==> src/rtl/midi_pkg.sv <==
// ============================================================================
// midi_pkg -- shared MIDI receive definitions: FSM encodings, baud constants
// and the 3-input majority helper used for bit sampling.
// Revision: 1.0
// ============================================================================
`default_nettype none

package midi_pkg;

   typedef enum logic [2:0] {
      ST_IDLE  = 3'd0,
      ST_START = 3'd1,
      ST_BITS  = 3'd2,
      ST_STOP  = 3'd3,
      ST_BREAK = 3'd4
   } midi_state_t;

   localparam int MIDI_BAUD         = 31250;
   localparam int MIDI_CLKS_PER_BIT = 1600;

   function automatic logic maj3(input logic a, input logic b, input logic c);
      return (a & b) | (a & c) | (b & c);
   endfunction

endpackage

`default_nettype wire

==> src/rtl/sync_2ff.sv <==
// ============================================================================
// sync_2ff -- two-flop synchronizer for one asynchronous bit, resets to 1
// (idle level of a serial line), advances only when enabled.
// Revision: 1.0
// ============================================================================
`default_nettype none

module sync_2ff (
   input  logic clk,
   input  logic rst,
   input  logic i_en,
   input  logic i_d,
   output logic o_q
);

   logic r_meta;
   logic r_sync;

   always_ff @(posedge clk) begin
      if (rst) begin
         r_meta <= 1'b1;
         r_sync <= 1'b1;
      end else if (i_en) begin
         r_meta <= i_d;
         r_sync <= r_meta;
      end
   end

   assign o_q = r_sync;

endmodule

`default_nettype wire

==> src/rtl/midi_uart_rx.sv <==
// ============================================================================
// midi_uart_rx -- 8N1 MIDI serial receiver with 3-sample majority voting,
// framing-error detection and break hold-off.
// Revision: 1.0
// ============================================================================
`default_nettype none

module midi_uart_rx
   import midi_pkg::*;
#(
   parameter int CLKS_PER_BIT = MIDI_CLKS_PER_BIT
) (
   input  logic       CLK,
   input  logic       RST,
   input  logic       CE,
   input  logic       RX,
   output logic [7:0] DATA,
   output logic       DV,
   output logic       FERR,
   output logic       BUSY
);

   localparam int              c_CW     = $clog2(CLKS_PER_BIT);
   localparam logic [c_CW-1:0] c_LAST   = c_CW'(CLKS_PER_BIT - 1);
   localparam logic [c_CW-1:0] c_MID_M1 = c_CW'(CLKS_PER_BIT / 2 - 1);
   localparam logic [c_CW-1:0] c_MID    = c_CW'(CLKS_PER_BIT / 2);
   localparam logic [c_CW-1:0] c_MID_P1 = c_CW'(CLKS_PER_BIT / 2 + 1);

   logic            w_rx_s;
   logic            w_vote;
   logic            w_wrap;
   logic [c_CW-1:0] w_cnt_inc;

   midi_state_t     r_state,  w_state_n;
   logic [c_CW-1:0] r_cnt,    w_cnt_n;
   logic [2:0]      r_bit,    w_bit_n;
   logic [7:0]      r_shift,  w_shift_n;
   logic            r_v0,     w_v0_n;
   logic            r_v1,     w_v1_n;
   logic [7:0]      r_data,   w_data_n;
   logic            r_dv,     w_dv_n;
   logic            r_ferr,   w_ferr_n;
   logic            r_rx_d;

   sync_2ff u_sync (
      .clk  (CLK),
      .rst  (RST),
      .i_en (CE),
      .i_d  (RX),
      .o_q  (w_rx_s)
   );

   // Decision is taken at MID+1, combining the two stored samples with the live one
   assign w_vote    = maj3(r_v0, r_v1, w_rx_s);
   assign w_wrap    = (r_cnt == c_LAST);
   assign w_cnt_inc = w_wrap ? '0 : r_cnt + 1'b1;

   always_comb begin
      w_state_n = r_state;
      w_cnt_n   = r_cnt;
      w_bit_n   = r_bit;
      w_shift_n = r_shift;
      w_v0_n    = r_v0;
      w_v1_n    = r_v1;
      w_data_n  = r_data;
      w_dv_n    = 1'b0;
      w_ferr_n  = 1'b0;

      if (r_state == ST_START || r_state == ST_BITS || r_state == ST_STOP) begin
         if (r_cnt == c_MID_M1) w_v0_n = w_rx_s;
         if (r_cnt == c_MID)    w_v1_n = w_rx_s;
      end

      case (r_state)
         ST_IDLE: begin
            w_cnt_n = '0;
            w_bit_n = '0;
            if (r_rx_d && !w_rx_s) w_state_n = ST_START;
         end
         ST_START: begin
            w_cnt_n = w_cnt_inc;
            if (r_cnt == c_MID_P1 && w_vote) begin
               w_cnt_n   = '0;
               w_state_n = ST_IDLE;
            end else if (w_wrap) begin
               w_state_n = ST_BITS;
            end
         end
         ST_BITS: begin
            w_cnt_n = w_cnt_inc;
            if (r_cnt == c_MID_P1) w_shift_n = {w_vote, r_shift[7:1]};
            if (w_wrap) begin
               if (r_bit == 3'd7) w_state_n = ST_STOP;
               else               w_bit_n   = r_bit + 3'd1;
            end
         end
         ST_STOP: begin
            w_cnt_n = w_cnt_inc;
            // Leaving at mid-stop lets a back-to-back start edge be caught
            if (r_cnt == c_MID_P1) begin
               w_cnt_n = '0;
               if (w_vote) begin
                  w_data_n  = r_shift;
                  w_dv_n    = 1'b1;
                  w_state_n = ST_IDLE;
               end else begin
                  w_ferr_n  = 1'b1;
                  w_state_n = ST_BREAK;
               end
            end
         end
         ST_BREAK: begin
            if (!w_rx_s) begin
               w_cnt_n = '0;
            end else if (w_wrap) begin
               w_cnt_n   = '0;
               w_state_n = ST_IDLE;
            end else begin
               w_cnt_n = r_cnt + 1'b1;
            end
         end
         default: begin
            w_cnt_n   = '0;
            w_state_n = ST_IDLE;
         end
      endcase
   end

   always_ff @(posedge CLK) begin
      if (RST) begin
         r_state <= ST_IDLE;
         r_cnt   <= '0;
         r_bit   <= '0;
         r_shift <= '0;
         r_v0    <= 1'b1;
         r_v1    <= 1'b1;
         r_data  <= '0;
         r_dv    <= 1'b0;
         r_ferr  <= 1'b0;
         r_rx_d  <= 1'b1;
      end else if (CE) begin
         r_state <= w_state_n;
         r_cnt   <= w_cnt_n;
         r_bit   <= w_bit_n;
         r_shift <= w_shift_n;
         r_v0    <= w_v0_n;
         r_v1    <= w_v1_n;
         r_data  <= w_data_n;
         r_dv    <= w_dv_n;
         r_ferr  <= w_ferr_n;
         r_rx_d  <= w_rx_s;
      end
   end

   // Pulses are held across CE-low cycles but only shown while CE is high
   assign DATA = r_data;
   assign DV   = r_dv & CE;
   assign FERR = r_ferr & CE;
   assign BUSY = (r_state != ST_IDLE);

endmodule

`default_nettype wire

==> config.mk <==
export PLATFORM = sky130hd
export DESIGN_NAME = midi_uart_rx
export DESIGN_NICKNAME = d
export VERILOG_FILES = /design/src/rtl/midi_pkg.sv /design/src/rtl/sync_2ff.sv /design/src/rtl/midi_uart_rx.sv
export SDC_FILE = /design/constraint.sdc
export NUM_CORES = 1
export LEC_CHECK = 0
export CAP_MARGIN = 20
export CELL_PAD_IN_SITES_DETAIL_PLACEMENT = 1
export CELL_PAD_IN_SITES_GLOBAL_PLACEMENT = 2
export CORE_MARGIN = 2
export CORE_UTILIZATION = 36
export DETAILED_ROUTE_END_ITERATION = 12
export GPL_TIMING_DRIVEN = 0
export HOLD_SLACK_MARGIN = 0.06
export MAX_ROUTING_LAYER = met4
export PLACE_DENSITY = 0.82
export RECOVER_POWER = 25
export SLEW_MARGIN = 20
export SYNTH_ARGS = -nofsm -noshare
export SYNTH_HDL_FRONTEND = slang
export SYNTH_SLANG_ARGS = --single-unit
==> constraint.sdc <==
create_clock -name CLK -period 2 [get_ports CLK]
set_input_delay 0.6 -clock CLK [delete_from_list [all_inputs] [get_ports CLK]]
set_output_delay 0.6 -clock CLK [all_outputs]
set_load 0.05 [all_outputs]
Word-level counts from Yosys, hierarchy flattened
Index checks and enable logic that the tools add are counted.
{"block": "totals", "reg_bits": 40, "inputBits": 4, "elab_cells": 76, "output_inout_bits": 11}
{"block": "classes", "muxes": 24, "addsub": 2, "bitwise": 7, "reduce_logical": 14, "eq_ne": 17}
{"operator": "$mux 11", "n": 4}
{"operator": "$pmux 11 s4", "n": 1}
{"operator": "$eq 11x10->1 const B", "n": 3}
{"operator": "$mux 3", "n": 11}
{"operator": "$pmux 3 s5", "n": 1}
{"operator": "$add 11x1->11 const B", "n": 1}
{"operator": "$eq 11x11->1 const B", "n": 1}
{"operator": "$reduce_and 3->1", "n": 3}
{"operator": "$ne 2x2->1 const B", "n": 4}
{"operator": "$reduce_and 4->1", "n": 2}
{"operator": "$reduce_and 8->1", "n": 1}
{"operator": "$eq 3x2->1 const B", "n": 2}
{"operator": "$eq 3x3->1 const B", "n": 2}
{"operator": "$mux 1", "n": 6}
{"operator": "$ne 2x1->1 const B", "n": 3}
{"operator": "$pmux 3 s2", "n": 1}
{"operator": "$and 1x1->1", "n": 5}
{"operator": "$add 3x1->3 const B", "n": 1}
{"operator": "$eq 3x1->1 const B", "n": 1}
{"operator": "$logic_not 3->1", "n": 1}
{"operator": "$ne 3x2->1 const B", "n": 1}
{"operator": "$reduce_bool 3->1", "n": 1}
{"operator": "$logic_and 1x1->1", "n": 2}
{"operator": "$logic_or 1x1->1", "n": 2}
{"operator": "3 further kinds", "n": 4}

Longest topological paths before layout
{"block": "depth", "ltp_word": 6, "mapped_depth": 9, "depth_no_buf": 7}

Cells and area by module
A second synthesis with hierarchy kept.
{"block": "hier_totals", "cells_unflattened": 217, "area_unflattened_um2": 1955.6}
{"mod": "midi_uart_rx", "n_inst": 1, "area_each_um2": 1885.6, "seq_area_each_um2": 760.7, "cells_per_inst": 211}
{"mod": "sync_2ff", "n_inst": 1, "area_each_um2": 70.1, "seq_area_each_um2": 40.0, "cells_per_inst": 6}

Worst setup path after synthesis
No wires, ideal clock.
{"block": "synth_path", "path_type": "input -> output", "startpoint": "in CE", "endpoint": "out DV", "required_time_ns": 1.400, "arrival_time_ns": 1.478, "setup_slack_ns": -0.078, "n_path_buf": 2, "cell_stages": 3, "path_cell_list": "buf_2 -> clkbuf_1 -> and2_1"}
{"block": "synth_between", "elab_chain_cells": 1}
{"item": "start: declaration", "line": "midi_uart_rx.sv:15", "rtl": "input logic CE,"}
{"item": "$and 1x1->1", "line": "midi_uart_rx.sv:157", "rtl": "assign DV = r_dv & CE;"}
{"item": "end: declaration", "line": "midi_uart_rx.sv:18", "rtl": "output logic DV,"}
Every way passes these cells.

Final worst setup path
Same ends and word-level chain as after synthesis.

==> flow_summary.toml <==
[status]
status = "completed"

[place]
dpl_cell_area_sq_mm = 0.002243
detailed_place_hpwl_um = 3549
portBuffers = 14
place.gp.congestion = 0.7829
dp_cells = 315

[power_and_ir_drop]
power_density_mw_per_mm2 = 649.3
seqPwrFrac_pct = 49.4
p_leak_uw = 0.001087
switching_share_pct = 24.71
power_switching_uw = 405.1
peakVddDrop_mv = 0.3125
clkPwrFrac_pct = 42.5
p_comb_share_pct = 8.1
p_int_uw = 1234

[floorplanning]
die_h_um = 78.74
ios = 15
die_area_sq_mm = 0.006199
start_util_pct = 36.97
die_x_um = 78.74
core_area_sq_mm = 0.005439
rows = 27

[timing]
slew_headroom_pct = 66.07
finClkSkew_ns = 0.006171
worst_pin_slew_ns = 0.5090
hold_viol = 0
max_freq_mhz = 509.3
final_max_slew_viol_count = 0
period_minus_slack_ns = 1.963
setup_viol_count_final = 0
finalCritPeriodShare_pct = 98.17

[routing]
initialDrtViolationCount = 44
wl_per_cell_um = 15.65
drtAntennaViolNets = 0
drt_wl_total_um = 5102
drtPass1Iterations = 4
drcViolationCount = 0
via_count = 1688
vias_per_cell = 5.178

[clock_network]
clk_pin_slew_ns = 0.09
cts.htree.levels = 2
cts_root_buffer = "clkbuf_8"
cts_buffers = 5
clock_sinks = 40
postCtsHoldBufs = 0
cts_tree = "done"
worstSkewPairLatency_ns = 0.30
cts_max_path_buffers = 2

[logic_synthesis]
yosys_warnings = 0
synth_area_sq_mm = 0.002011
avgSynthCellArea_sq_um = 8.780
synth_ff_type = "dfxtp_1"
synth_nets = 238
async_flop_share_pct = 0
yosysUniqueCellTypes = 47
netlist_instances = 229
synth_seq_area_share_pct = 39.83
ys_ff_latch = 40
synth_edf_count = 0

[setup_path]
cp_max_fo = 10
worstPathRequired_ns = 1.40
cpMaxStageDelayCell = "clkdlybuf4s15_2"
crit_path_start_kind = "input port"
crit_type = "input port to output pin"
crit_path_cell_trace = "clkdlybuf4s15_2 -> buf_6 -> clkbuf_16 -> and2_4 -> buf_8"
crit_path_end_kind = "output pin"
path_buf_inv = 4
slowest_delay_ns = 0.20
arrival_ns = 1.36
cp_top_family = "buffers and inverters"

[global_routing]
grt_max_degree = 15
gr-total-overflow = 0
grt_pass1_vias = 1735
antenna_found_initial = 0
track_usage_pct = 18.42
grt_pass1_wl_um = 8611

[final_layout]
drive_gt1_share_pct = 22.44
stdcell_count = 326
layout-area-overhead-vs-synth_pct = 25.58
postLayoutCellArea_sq_mm = 0.002525
nets = 262
fillers = 634
insertedDiodeCount = 0

[min_path]
hp-class = "flop to flop"

[flow_run]
drv_cap = 0
through the flow:
step	TNS [ns]	utilization, %	hold slack [ns]	setup WS, ns	total power [uW]
floorplan	0	-	0.4274	0.03982	907.6
global placement	-11.76	41.25	0.4393	-1.359	943.2
detailed placement	-12.25	41.25	0.4426	-1.335	943.4
CTS	0	44.72	0.4623	0.002153	1659
global route	-0.03000	46.42	0.4734	-0.02336	1708
finish	0	46.42	0.4597	0.03669	1639
flip-flops by register name (all words and copies together), names as in the netlist:
name	cells
u_sync.r_meta	1
r_v1	1
r_shift	8
u_sync.o_q	1
r_v0	1
r_cnt	11
DATA	8
r_rx_d	1
r_ferr	1
r_state	3
r_dv	1
r_bit	3
cells in the mapped netlist (3+ instances only):
master / instances / share of area (%)
nand2b_1: 4 / 1.2
dfxtp_1: 40 / 40
nand2_1: 22 / 4.1
o21ai_1: 4 / 1.0
a211o_1: 3 / 1.3
and3_1: 5 / 1.6
a31oi_1: 5 / 1.6
nor2_1: 28 / 5.2
clkbuf_1: 10 / 1.9
mux2i_1: 20 / 10
ha_1: 5 / 3.1
inv_1: 6 / 1.1
nor2b_1: 5 / 1.6
nand3_1: 13 / 3.2
a21oi_1: 9 / 2.2
and2_1: 4 / 1.2
or3_1: 5 / 1.6
layout make-up:
cell class / count / area [sq um] / area share [%]
inverter: 6 / 22.52 / 0.8920
tap: 72 / 90.09 / 3.568
multi-input combinational: 167 / 1176 / 46.58
buffer: 15 / 130.1 / 5.154
sequential: 40 / 814.5 / 32.26
timing repair buffer: 18 / 176.4 / 6.987
clock inverter: 3 / 46.29 / 1.833
clock buffer: 5 / 68.82 / 2.725
power groups by stage:
stage / clock [uW] / combinational, uW / sequential [uW]
after global routing: 750 / 146 / 812
after floorplan: 0 / 82.1 / 825
after global placement: 0 / 116 / 827
after CTS: 723 / 127 / 809
final: 697 / 132 / 811
after detailed placement: 0 / 116 / 827
final timing paths:
kind	start	to	slack [ns]	cells after the start
max	CE	DV	0.04	5
max reg2reg	r_cnt[3]	r_cnt[3]	0.08	7
min	u_sync.r_meta	u_sync.o_q	0.46	1
min reg2reg	u_sync.r_meta	u_sync.o_q	0.46	1
layer usage:
| layer | vias to the layer above | GRT usage [%] | routed length [um] |
|---|---|---|---|
| li1 | 852 | - | - |
| met3 | 5 | 3.864 | 133 |
| met4 | 0 | 5.789 | 70 |
| met1 | 814 | 22.37 | 2384 |
| met5 | - | - | 0 |
| met2 | 17 | 30.77 | 2513 |
cell families (layout without fill, tap and decap cells):
family	Yosys count	after routing	share of synthesized area, %
AND/OR/NAND/NOR	105	105	28.13
flip-flops	40	40	39.83
AO/OA/AOI/OAI	35	35	12.70
buffers and inverters	22	47	5.351
multiplexers	20	20	9.956
adder cells (fa/ha/maj)	6	6	3.609
XOR/XNOR	1	1	0.4357
repair_timing:
action	CTS	global route
setup buffers	1	3
gates resized for setup	52	27
endpoints found under the setup margin	31	34
pin swaps	1	4
layout by cell type, fill, tap and decap left out, types with 3 or more instances in the layout:
master,netlist,final
dfxtp_1,40,33
nor2_1,28,27
nand2_1,22,22
mux2i_1,20,20
nand3_1,13,12
a21oi_1,9,9
dlygate4sd2_1,0,8
inv_1,6,6
clkbuf_2,0,5
nor2b_1,5,5
a31oi_1,5,5
buf_4,2,5
clkbuf_8,0,5
dfxtp_2,0,5
buf_8,0,4
buf_6,2,4
nand2b_1,4,4
and3_1,5,4
or3_1,5,4
ha_1,5,4
a211o_1,3,3
Power figures use the tool's default switching activity.
